`src/rtl/bus_xfer_ctrl_pkg.sv`:
```
// Shared encodings and default sizing for the register-bus transfer sequencer.
package bus_xfer_pkg;

  localparam int NREG_DEF = 4;
  localparam int IDXW_DEF = 2;

  typedef enum logic [1:0] {
    OP_NOP  = 2'b00,
    OP_MOVE = 2'b01,
    OP_SWAP = 2'b10,
    OP_RSVD = 2'b11
  } op_e;

  typedef enum logic [2:0] {
    ST_IDLE = 3'd0,
    ST_X1   = 3'd1,
    ST_X2   = 3'd2,
    ST_X3   = 3'd3,
    ST_FIN  = 3'd4,
    ST_ERR  = 3'd5
  } state_e;

endpackage

```
`src/rtl/bus_xfer_ctrl_idx_onehot.sv`:
```
// Register index to one-hot strobe decoder; indices with no matching register decode to zero.
module idx_onehot #(
  parameter int NREG = 4,
  parameter int IDXW = 2
) (
  input  logic            en,
  input  logic [IDXW-1:0] idx,
  output logic [NREG-1:0] onehot
);

  generate
    for (genvar gi = 0; gi < NREG; gi++) begin : g_bit
      assign onehot[gi] = en && (idx == IDXW'(gi));
    end
  endgenerate

endmodule

```
`src/rtl/bus_xfer_ctrl.sv`:
```
// Register-bus transfer sequencer: MOVE and SWAP (via temp R(NREG-1)) as registered one-hot strobes.
// Optional BUS_XFER_STATS_EN adds a 16-bit count of executed bus cycles (xfer_count).
module bus_xfer_ctrl
  import bus_xfer_pkg::*;
#(
  parameter int NREG = NREG_DEF,
  parameter int IDXW = IDXW_DEF
) (
  input  logic            clk,
  input  logic            rst,
  input  logic            cmd_valid,
  output logic            cmd_ready,
  input  logic [1:0]      cmd_op,
  input  logic [IDXW-1:0] cmd_src,
  input  logic [IDXW-1:0] cmd_dst,
  output logic [NREG-1:0] reg_out,
  output logic [NREG-1:0] reg_in,
  output logic            busy,
  output logic            done,
  output logic            err
`ifdef BUS_XFER_STATS_EN
  ,output logic [15:0]    xfer_count
`endif
);

  localparam logic [IDXW-1:0] T_IDX  = IDXW'(NREG - 1);
  localparam logic [IDXW:0]   NREG_W = (IDXW + 1)'(NREG);

  state_e          state_reg, state_next;
  op_e             op_reg, op_eff;
  logic [IDXW-1:0] src_reg, dst_reg, src_eff, dst_eff, out_idx, in_idx;
  logic            accept, cmd_bad, range_bad, xfer_en;
  logic [NREG-1:0] out_oh, in_oh;
  logic [NREG-1:0] reg_out_reg, reg_in_reg;
  logic            ready_reg, busy_reg, done_reg, err_reg;

  always_comb begin
    accept    = cmd_valid && ready_reg;
    // On the accept edge the strobes for X1 come straight from the command inputs.
    op_eff    = accept ? op_e'(cmd_op) : op_reg;
    src_eff   = accept ? cmd_src : src_reg;
    dst_eff   = accept ? cmd_dst : dst_reg;
    range_bad = ({1'b0, cmd_src} >= NREG_W) || ({1'b0, cmd_dst} >= NREG_W);

    cmd_bad = 1'b0;
    case (op_e'(cmd_op))
      OP_MOVE: cmd_bad = range_bad || (cmd_src == cmd_dst);
      OP_SWAP: cmd_bad = range_bad || (cmd_src == cmd_dst) ||
                         (cmd_src == T_IDX) || (cmd_dst == T_IDX);
      OP_RSVD: cmd_bad = 1'b1;
      default: cmd_bad = 1'b0;
    endcase

    state_next = state_reg;
    case (state_reg)
      ST_IDLE: begin
        if (accept) begin
          if (cmd_bad)                         state_next = ST_ERR;
          else if (op_e'(cmd_op) == OP_NOP)    state_next = ST_FIN;
          else                                 state_next = ST_X1;
        end
      end
      ST_X1:   state_next = (op_reg == OP_SWAP) ? ST_X2 : ST_FIN;
      ST_X2:   state_next = ST_X3;
      ST_X3:   state_next = ST_FIN;
      default: state_next = ST_IDLE;
    endcase

    xfer_en = state_next inside {ST_X1, ST_X2, ST_X3};
    out_idx = src_eff;
    in_idx  = dst_eff;
    case (state_next)
      ST_X1: if (op_eff == OP_SWAP) in_idx = T_IDX;
      ST_X2: begin
        out_idx = dst_eff;
        in_idx  = src_eff;
      end
      ST_X3: begin
        out_idx = T_IDX;
        in_idx  = dst_eff;
      end
      default: ;
    endcase
  end

  idx_onehot #(.NREG(NREG), .IDXW(IDXW)) u_out_dec (
    .en     (xfer_en),
    .idx    (out_idx),
    .onehot (out_oh)
  );

  idx_onehot #(.NREG(NREG), .IDXW(IDXW)) u_in_dec (
    .en     (xfer_en),
    .idx    (in_idx),
    .onehot (in_oh)
  );

  always_ff @(posedge clk or negedge rst) begin
    if (!rst) begin
      state_reg   <= ST_IDLE;
      op_reg      <= OP_NOP;
      src_reg     <= '0;
      dst_reg     <= '0;
      reg_out_reg <= '0;
      reg_in_reg  <= '0;
      ready_reg   <= 1'b1;
      busy_reg    <= 1'b0;
      done_reg    <= 1'b0;
      err_reg     <= 1'b0;
    end else begin
      state_reg   <= state_next;
      if (accept) begin
        op_reg  <= op_e'(cmd_op);
        src_reg <= cmd_src;
        dst_reg <= cmd_dst;
      end
      reg_out_reg <= out_oh;
      reg_in_reg  <= in_oh;
      ready_reg   <= (state_next == ST_IDLE);
      busy_reg    <= (state_next != ST_IDLE);
      done_reg    <= (state_next == ST_FIN);
      err_reg     <= (state_next == ST_ERR);
    end
  end

  assign cmd_ready = ready_reg;
  assign reg_out   = reg_out_reg;
  assign reg_in    = reg_in_reg;
  assign busy      = busy_reg;
  assign done      = done_reg;
  assign err       = err_reg;

`ifdef BUS_XFER_STATS_EN
  logic [15:0] xfer_count_reg;

  always_ff @(posedge clk or negedge rst) begin
    if (!rst) begin
      xfer_count_reg <= '0;
    end else if (state_reg inside {ST_X1, ST_X2, ST_X3}) begin
      xfer_count_reg <= xfer_count_reg + 16'd1;
    end
  end

  assign xfer_count = xfer_count_reg;
`endif

endmodule

```
`config.mk`:
```
export PLATFORM = sky130hd
export DESIGN_NAME = bus_xfer_ctrl
export DESIGN_NICKNAME = d
export VERILOG_FILES = /design/src/rtl/bus_xfer_ctrl_pkg.sv /design/src/rtl/bus_xfer_ctrl_idx_onehot.sv /design/src/rtl/bus_xfer_ctrl.sv
export SDC_FILE = /design/constraint.sdc
export NUM_CORES = 1
export LEC_CHECK = 0
export BUFFER_PORTS_ARGS = -buffer_cell sky130_fd_sc_hd__buf_2
export CAP_MARGIN = 10
export CORE_MARGIN = 4
export CORE_UTILIZATION = 45
export CTS_BUF_LIST = sky130_fd_sc_hd__clkbuf_2
export DETAILED_ROUTE_END_ITERATION = 6
export GPL_TIMING_DRIVEN = 0
export HOLD_SLACK_MARGIN = 0.12
export PLACE_DENSITY_LB_ADDON = 0.25
export SYNTH_ARGS = -nofsm -noshare
export SYNTH_HDL_FRONTEND = slang
export SYNTH_SLANG_ARGS = --single-unit
```
`constraint.sdc`:
```
create_clock -name clk -period 2.5 [get_ports clk]
set_input_delay 0.625 -clock clk [delete_from_list [all_inputs] [get_ports clk]]
set_output_delay 0.625 -clock clk [all_outputs]
set_load 0.01 [all_outputs]
```
==> impl_metrics.csv <==
group,metric,value,unit
route,antenna_left,0,
floorplan,rows,16,
clock_tree,htreeDepth,1,
floorplan,io-pin-count,21,
clock_tree,clkLatencyLatePin,0.32,ns
place,port_buffers,20,
worst_setup_path,critical_path_depth,6,
route,viasPerCell,5.315,
timing,max_freq,0.4630,GHz
route,drt_wl_total,1921,microns
yosys,synth.avg_cell_area,10.72,sq um
worst_setup_path,crit_fanout,10,
final_layout,diodes,0,
timing,slew_headroom,70.31,%
power,power,1.218,mW
worst_hold_path,hp-class,"input port to async pin",
flow_run,maxCapViolCount,0,
yosys,synth_warnings,0,
power,power_density,1069,mW/mm^2
power,ir_worst_vdd,543.8,uV
worst_setup_path,required,2.71,ns
grt,track_usage,15.65,%
worst_setup_path,reg2reg_from,"cmd_ready",
floorplan,core,0.002022,sq mm
power,p_int,735.2,uW
worst_setup_path,cpMaxStageDelayCell,"dfstp_2",
floorplan,start_util,48.76,%
power,comb_power_share,45.5,%
clock_tree,clkTransAtPathRegs,0.20,ns
yosys,syn_area,985.9,sq um
worst_setup_path,crit_path_start_kind,"flip-flop",
timing,tightest_slew,0.4453,ns
route,drt_iter0_markers,14,
yosys,synthCells,92,
timing,setup_viol,0,
worst_setup_path,path_cells,"nand2_2 > mux2i_1 > inv_1 > or2_2 > a211oi_1 > o22ai_1",
place,hpwl,1440,microns
power,power_switching,483.2,uW
yosys,synth-seq-area-share,53.43,%
timing,tns,0,ns
run_status,status,"finished clean",
clock_tree,cts_setup_buffers,0,
clock_tree,cts_buffer_depth,2,
route,vias,760,
timing,holdWs,0.2053,ns
grt,grt_overflow_total,0,
yosys,synth_nets,101,
clock_tree,holdBufCountCts,0,
final_layout,finish.instance_area,0.001140,sq mm
power,sw_frac_of_total,39.66,%
route,first_pass_iters,4,
worst_setup_path,r2r_slack,0.34,ns
yosys,yosysUniqueCellTypes,36,
timing,finalCritPeriodShare,86.40,%
clock_tree,cts_resized,0,
grt,first_global_vias,733,
grt,grt_max_degree,22,
grt,grt_pass1_wl,3270,microns
worst_setup_path,worst_r2r_path_depth,6,
place,postPlaceCellArea,0.001120,sq mm
floorplan,die_w,54.81,microns
yosys,ys_ff_latch,21,
final_layout,drive_above_1_share,31.90,%
clock_tree,cts_tree,"built",
worst_setup_path,reg2reg_to,"reg_in[3]",
timing,hold_viol,0,
timing,period_needed,2.160,ns
power,total_leakage_power,0.5662,nW
clock_tree,cts_root_buf,"clkbuf_2",
clock_tree,cts.sinks,21,
worst_setup_path,arrival,2.37,ns
place,gp_congestion,0.8055,
route,wl_per_cell,13.43,microns
final_layout,nets,126,
worst_setup_path,critPathMaxStageDelay,0.58,ns
route,drc,0,
floorplan,die_h,54.81,microns
final_layout,syn_to_final_growth,15.61,%
worst_setup_path,worst-path-buf-inv,1,
worst_setup_path,cp-end-kind,"flip-flop",
worst_setup_path,critPathTopFamily,"flip-flops",
final_layout,finish.utilization,56.37,%
timing,slew_violations,0,
grt,antenna_found_initial,0,
worst_setup_path,path_class,"flip-flop to flip-flop",
power,power_frac_clock,11.4,%
power,p_seq_share,43.1,%
timing,rsz0062_at_grt,"false",
clock_tree,numCtsBuffers,3,
timing,clock_skew,0.009641,ns
floorplan,dieArea,0.003004,sq mm
kinds of logic after synthesis:
kind of cell / Yosys count / share of synthesized area [%]
flops: 21 / 53.43
mux: 7 / 7.741
compound gates: 19 / 13.45
xor+xnor: 2 / 1.777
simple gates: 39 / 22.08
buf+inv: 4 / 1.522
metrics by stage:
| stage | std cells | setup WS (ns) |
|---|---|---|
| 2_1_floorplan | 92 | 0.4678 |
| 4_1_cts | 143 | 0.4062 |
| 6_report | 143 | 0.3400 |
| 5_1_grt | 143 | 0.2252 |
| 3_3_place_gp | 139 | 0.1883 |
| 3_5_place_dp | 139 | 0.1566 |
cell type report:
class,count,area (sq um)
inverter,3,11.26
sequential,21,526.8
timing repair buffer,20,100.1
tap,27,33.78
multi-input combinational,67,444.2
clock inverter,1,5.005
buffer,1,3.754
clock buffer,3,15.01
fill,192,882.1
placed cells by master, fill, tap and decap left out, drive strengths merged, types with 3 or more instances in the layout:
cell type	synthesis	routed
a21oi	5	5
buf	0	20
clkbuf	1	4
dfrtp	20	20
inv	3	3
mux2	5	5
nand2	4	4
nor2	15	15
nor2b	4	4
o22ai	3	3
metal layers:
layer | track usage [%] | vias to the layer above | part of all wire (%)
li1 | - | 374 | -
met3 | 4.905 | 2 | 7.5
met5 | 0 | - | 0
met4 | 4.149 | 0 | 0.42
met2 | 24.61 | 29 | 46
met1 | 20.69 | 355 | 46
worst max path at each step:
stage	endpoint	slack, ns	start
2_1_floorplan	reg_in[3]	0.47	cmd_valid
3_3_place_gp	reg_in[3]	0.19	cmd_valid
3_5_place_dp	reg_in[3]	0.16	cmd_valid
4_1_cts	reg_in[3]	0.41	cmd_ready
5_1_grt	reg_in[3]	0.23	cmd_ready
6_report	reg_in[3]	0.34	cmd_ready
power by group through the flow:
stage / clock (mW) / sequential (mW) / combinational [mW]
final: 0.139 / 0.525 / 0.554
after floorplan: 0 / 0.546 / 0.381
after global placement: 0 / 0.524 / 0.538
after detailed placement: 0 / 0.533 / 0.551
after global routing: 0.160 / 0.542 / 0.630
after CTS: 0.145 / 0.528 / 0.555
cell usage after synthesis:
cell type,n,share of area (%)
dfrtp_1,20,51
nor2_1,15,5.7
a21oi_1,5,2.5
mux2_2,5,5.7
nor2b_1,4,2.5
inv_1,3,1.1
nand2_1,3,1.1
o22ai_1,3,1.9
a31oi_1,2,1.3
and2_1,2,1.3
mux2i_1,2,2.0
nand2b_1,2,1.3
nand3_1,2,1.0
xnor2_1,2,1.8
a211oi_1,1,0.76
a221o_1,1,1.0
a22oi_1,1,0.76
and3_1,1,0.63
and4bb_2,1,1.3
clkbuf_1,1,0.38
dfstp_2,1,2.7
nand2_2,1,0.63
nor3_1,1,0.51
nor3_4,1,1.7
nor4_1,1,0.63
o21ai_0,1,0.51
o21ai_1,1,0.51
o21ba_2,1,1.0
o21bai_1,1,0.76
o221ai_2,1,1.5
o31a_1,1,0.89
or2_1,1,0.63
or2_2,1,0.63
or2b_1,1,0.76
or3_1,1,0.63
or4_4,1,1.1
Power figures use the tool's default switching activity.
